--- src/rtl/mbscore_int_requester.sv ---
// mbscore_int_requester: edge-latched, masked, fixed-priority interrupt requester with ack/timeout/gap handshake
module mbscore_int_requester #(
  parameter int NUM_SRC     = 5,
  parameter int SEL_WIDTH   = 3,
  parameter int REQ_TIMEOUT = 64,
  parameter int GAP_CYCLES  = 2
) (
  input  logic                 clk,
  input  logic                 rst,
  input  logic [NUM_SRC-1:0]   irq_in,
  input  logic [NUM_SRC-1:0]   irq_mask,
  input  logic                 int_ack,
  input  logic                 int_done,
  output logic [SEL_WIDTH-1:0] int_vec,
  output logic [NUM_SRC-1:0]   pending,
  output logic                 busy,
  output logic                 timeout
);
  localparam int TMAX = REQ_TIMEOUT > GAP_CYCLES ? REQ_TIMEOUT : GAP_CYCLES;
  localparam int TW   = $clog2(TMAX) > 0 ? $clog2(TMAX) : 1;
  localparam int CW   = $clog2(NUM_SRC) > 0 ? $clog2(NUM_SRC) : 1;

  typedef enum logic [1:0] {IDLE, REQ, SERVICE, GAP} state_t;

  state_t             state_q, state_d;
  logic [CW-1:0]      cur_q, cur_d, win;
  logic [TW-1:0]      timer_q, timer_d;
  logic [NUM_SRC-1:0] pending_q, pending_d, irq_prev_q, elig, clr;
  logic               timeout_q, timeout_d;

  always_ff @(posedge clk or posedge rst) begin
    if (rst) begin
      state_q    <= IDLE;
      cur_q      <= '0;
      timer_q    <= '0;
      pending_q  <= '0;
      irq_prev_q <= '0;
      timeout_q  <= 1'b0;
    end else begin
      state_q    <= state_d;
      cur_q      <= cur_d;
      timer_q    <= timer_d;
      pending_q  <= pending_d;
      irq_prev_q <= irq_in;
      timeout_q  <= timeout_d;
    end
  end

  // lowest eligible index wins: scan downward so the last hit is the smallest
  always_comb begin
    elig = pending_q & ~irq_mask;
    win  = '0;
    for (int i = NUM_SRC - 1; i >= 0; i--)
      if (elig[i]) win = CW'(i);
  end

  always_comb begin
    state_d   = state_q;
    cur_d     = cur_q;
    timer_d   = timer_q == TW'(TMAX - 1) ? timer_q : timer_q + 1'b1;
    timeout_d = 1'b0;
    clr       = '0;
    case (state_q)
      IDLE:
        if (|elig) begin
          state_d = REQ;
          cur_d   = win;
          timer_d = '0;
        end
      REQ:
        if (int_ack) begin
          state_d = SERVICE;
          clr     = NUM_SRC'(1) << cur_q;
        end else if (timer_q == TW'(REQ_TIMEOUT - 1)) begin
          state_d   = GAP;
          timer_d   = '0;
          timeout_d = 1'b1;
        end
      SERVICE:
        if (int_done) begin
          state_d = GAP;
          timer_d = '0;
        end
      GAP:
        if (timer_q == TW'(GAP_CYCLES - 1)) state_d = IDLE;
      default: state_d = IDLE;
    endcase
    // a new rise outranks a same-cycle acknowledge clear
    pending_d = (pending_q & ~clr) | (irq_in & ~irq_prev_q);
  end

  always_comb begin
    int_vec = state_q == REQ ? SEL_WIDTH'(cur_q) + SEL_WIDTH'(1) : '0;
    busy    = state_q == REQ || state_q == SERVICE;
    pending = pending_q;
    timeout = timeout_q;
  end
endmodule

--- config.mk ---
export PLATFORM = sky130hd
export DESIGN_NAME = mbscore_int_requester
export DESIGN_NICKNAME = d
export VERILOG_FILES = /design/src/rtl/mbscore_int_requester.sv
export SDC_FILE = /design/constraint.sdc
export NUM_CORES = 1
export LEC_CHECK = 0
export CORE_MARGIN = 5
export CORE_UTILIZATION = 51
export DETAILED_ROUTE_END_ITERATION = 6
export MAX_ROUTING_LAYER = met4
export PLACE_DENSITY = 0.87
export SYNTH_ARGS = -nofsm -noshare
export SYNTH_HDL_FRONTEND = slang
export SYNTH_SLANG_ARGS = --single-unit
--- constraint.sdc ---
create_clock -name clk -period 2.15 [get_ports clk]
set_clock_uncertainty 0.05 [all_clocks]
set_input_delay 0.3225 -clock clk [delete_from_list [all_inputs] [get_ports clk]]
set_output_delay 0.3225 -clock clk [all_outputs]
set_load 0.02 [all_outputs]
==> impl_results.md <==
- Effective utilization at floorplan: 0.524
- Fin nets: 186
- Average size of a mapped cell: 10.1 um^2
- Worst slack, placed: -0.0109 ns
- Mapped Nets: 154
- Post-synthesis sequential area ratio: 0.428
- CP Launch Type: flop
- Final core utilization: 0.658
- FILL cells: 181
- Clock Pin Slew Worst Setup and Hold Paths: 0.12 ns
- Ant diodes: 0
- Max IR drop VDD: 0.00102 V
- Placed cell count: 183
- Distinct cell type count after synthesis: 42
- Final ANT Viol Nets: 0
- Critical path arrival: 1.69 ns
- Post-synth top cells: dfrtp_1 (22), inv_1 (17), nand2_1 (14)
- Unrepaired setup endpoints after global routing: false
- Hold Path Class: input port to async pin
- Yosys top cell area share: 0.428
- Max_slew headroom: 0.741
- Max Fclk: 0.484 GHz
- Leak Pwr: 0.000808 uW
- Initial antenna violation count: 0
- Multi-input logic area: 646 um^2
- Clk buf depth: 2
- Wire per inst: 13.9 um
- Grt total ovfl: 0
- Post-synth EDFFs: 0
- CP Cell Sequence: ha_1 > ha_1 > nor2b_1 > dlygate4sd2_1
- Post-synth top flop: dfrtp_1
- Slowest stage delay, CP: 0.43 ns
- Ys Warns: 0
- CP dominant cell by count: ha_1
- Residual DRC: 0
- Setup violations, final: 0
- WP data required: 1.78 ns
- First-pass GRT wire length: 4330 um
- Setup tns final: 0 ns
- Layout area overhead: 25.6%
- Via density per instance: 5.20
- Final WS setup: 0.0859 ns
- Final max-slew violation count: 0
- GPL Wtd Cong: 0.880
- Worst-Margin Slew: 0.389 ns
- Number of global-route vias before repair: 996
- Hold Buf Count CTS: 0
- Post-DP HPWL: 2090 um
- Count of buffers from port buffering: 23
- Syn Inst Count: 127
- CTS tree: done
- Die H: 60.2 um
- Crit path max-delay family: adder cells
- Power, Total: 1840 uW
- Share of layout cells above drive strength 1: 0.139
- Cell area after synthesis: 1290 um^2
- Outcome: finished, final reports clean
- CTS Buf Count: 3
- Starting DRC count in detailed routing: 19
- Hold Fails Final Rpt: 0
- H-tree Lvls: 1
- Setup crit end kind: output pin
- Max cap viols: 0
- Final critical-path required period: 2.06 ns
- Top post-synthesis cells by area: dfrtp_1 (43%), ha_1 (13%), inv_1 (5.0%), nand2_1 (4.1%), o21ai_0 (2.7%)
- Largest net degree at the start of global routing: 14
- Max FO, Critical Path: 4
- Die width: 60.2 um
- Root Driver: clkbuf_4
- Leading area contributor after synthesis: dfrtp_1
- Top-count cell post-synth: dfrtp_1
- Worst path bufs/invs: 1
- DR pass1 iterations: 5
- Pwr Density: 1140 nW/um^2
- Core Footprint: 2450 um^2
- Die area: 3630 um^2
- Final Cycle Share: 0.960
- Slowest CP cell: dfrtp_1
- FP Rows: 18
- Vias: 977
- Clk_lat worst skew: 0.31 ns
- Async set or reset register ratio after synthesis: 1.00
- Clock Sinks: 22
- Critical path type: flop to output pin
- Final wirelength: 2620 um
- # IOs: 24
- Register area: 551 um^2
- Post-Layout Cell Count: 188
- GRT Total Usage: 0.170
- Synth Register Bits: 22
cells in the final DEF (no fill, tap or decap), types with 2 or more instances in the layout:
cell	Yosys	routed
dlygate4sd2_1	0	3
nor2_1	7	7
buf_4	0	5
a31oi_1	2	2
nor3b_1	2	2
a21oi_1	4	4
a211oi_1	2	2
o21ai_0	7	7
nand2_1	14	14
inv_1	17	17
clkdlybuf4s50_1	0	19
nand3_1	4	4
dfrtp_1	22	22
ha_1	13	13
nor2b_1	2	2
clkbuf_4	0	3
nor4_1	2	2
path summary, 6_finish.rpt:
kind,from,endpoint,slack (ns),cells past startpoint
worst max register to register,state_q[0]$_DFFE_PP0P_,timer_q[2]$_DFF_PP0_,0.24,7
min in group clk,irq_prev_q[3]$_DFF_PP0_,pending[3]$_DFF_PP0_,0.38,1
worst min register to register,irq_prev_q[3]$_DFF_PP0_,pending[3]$_DFF_PP0_,0.38,1
max in group asynchronous,rst,cur_q[1]$_DFFE_PP0P_,1.31,3
worst min-delay path,rst,timer_q[3]$_DFF_PP0_,0.23,2
worst max-delay path,cur_q[1]$_DFFE_PP0P_,int_vec[2],0.09,4
metal layers:
layer / share of wire / track usage / wire length, um
met4: 0.028 / 0.0791 / 72
met1: 0.43 / 0.207 / 1130
met3: 0.040 / 0.0259 / 105
met2: 0.50 / 0.275 / 1310
met5: 0 / - / 0
timing repair:
| item | 4_1_cts | 5_1_grt |
|---|---|---|
| gates resized for setup | 3 | 1 |
| pin swaps | 0 | 0 |
| setup buffers | 1 | 0 |
| setup endpoints to repair | 4 | 1 |
sequential cells by signal (all words and copies together) (netlist names):
name and count:
timer_q 6, timeout 1, irq_prev_q 5, pending 5, state_q 2, cur_q 3
cell families after synthesis:
| kind of cell | Yosys count | share of synthesized area |
|---|---|---|
| AND/OR/NAND/NOR | 44 | 0.201 |
| AO/OA/AOI/OAI | 24 | 0.141 |
| flip-flops | 22 | 0.428 |
| buffers and inverters | 20 | 0.0700 |
| XOR/XNOR | 2 | 0.0136 |
| multiplexers | 2 | 0.0195 |
| adder cells (fa/ha/maj) | 13 | 0.126 |
cell type report:
class | count | area share
Multi-Input combinational cell | 85 | 0.400
Sequential cell | 22 | 0.341
Timing Repair Buffer | 28 | 0.165
Inverter | 19 | 0.0488
Tap cell | 30 | 0.0232
Clock buffer | 4 | 0.0225
power breakdown:
part | total, uW | leakage [uW] | switching [uW] | internal (uW)
Combinational | 998 | 0.000527 | 526 | 472
Sequential | 613 | 0.000261 | 94.3 | 518
Clock | 233 | 0.0000210 | 129 | 103
worst reg2reg max path: cells and delay by family, from the launching register on:
family                     cells  cell delay [ns]
AOI/OAI and AO/OA              2             0.52
DFF                            1             0.45
adders and majority gates      1             0.39
buffers and inverters          3             0.36
and+or+nand+nor                1             0.06
per-stage QoR:
| stage | hold WS, ns | instance area [um^2] |
|---|---|---|
| after floorplan | 0.262 | 1290 |
| after global placement | 0.352 | 1570 |
| after detailed placement | 0.369 | 1570 |
| after CTS | 0.235 | 1610 |
| after global routing | 0.278 | 1620 |
| final | 0.227 | 1620 |
Power figures use the tool's default switching activity.
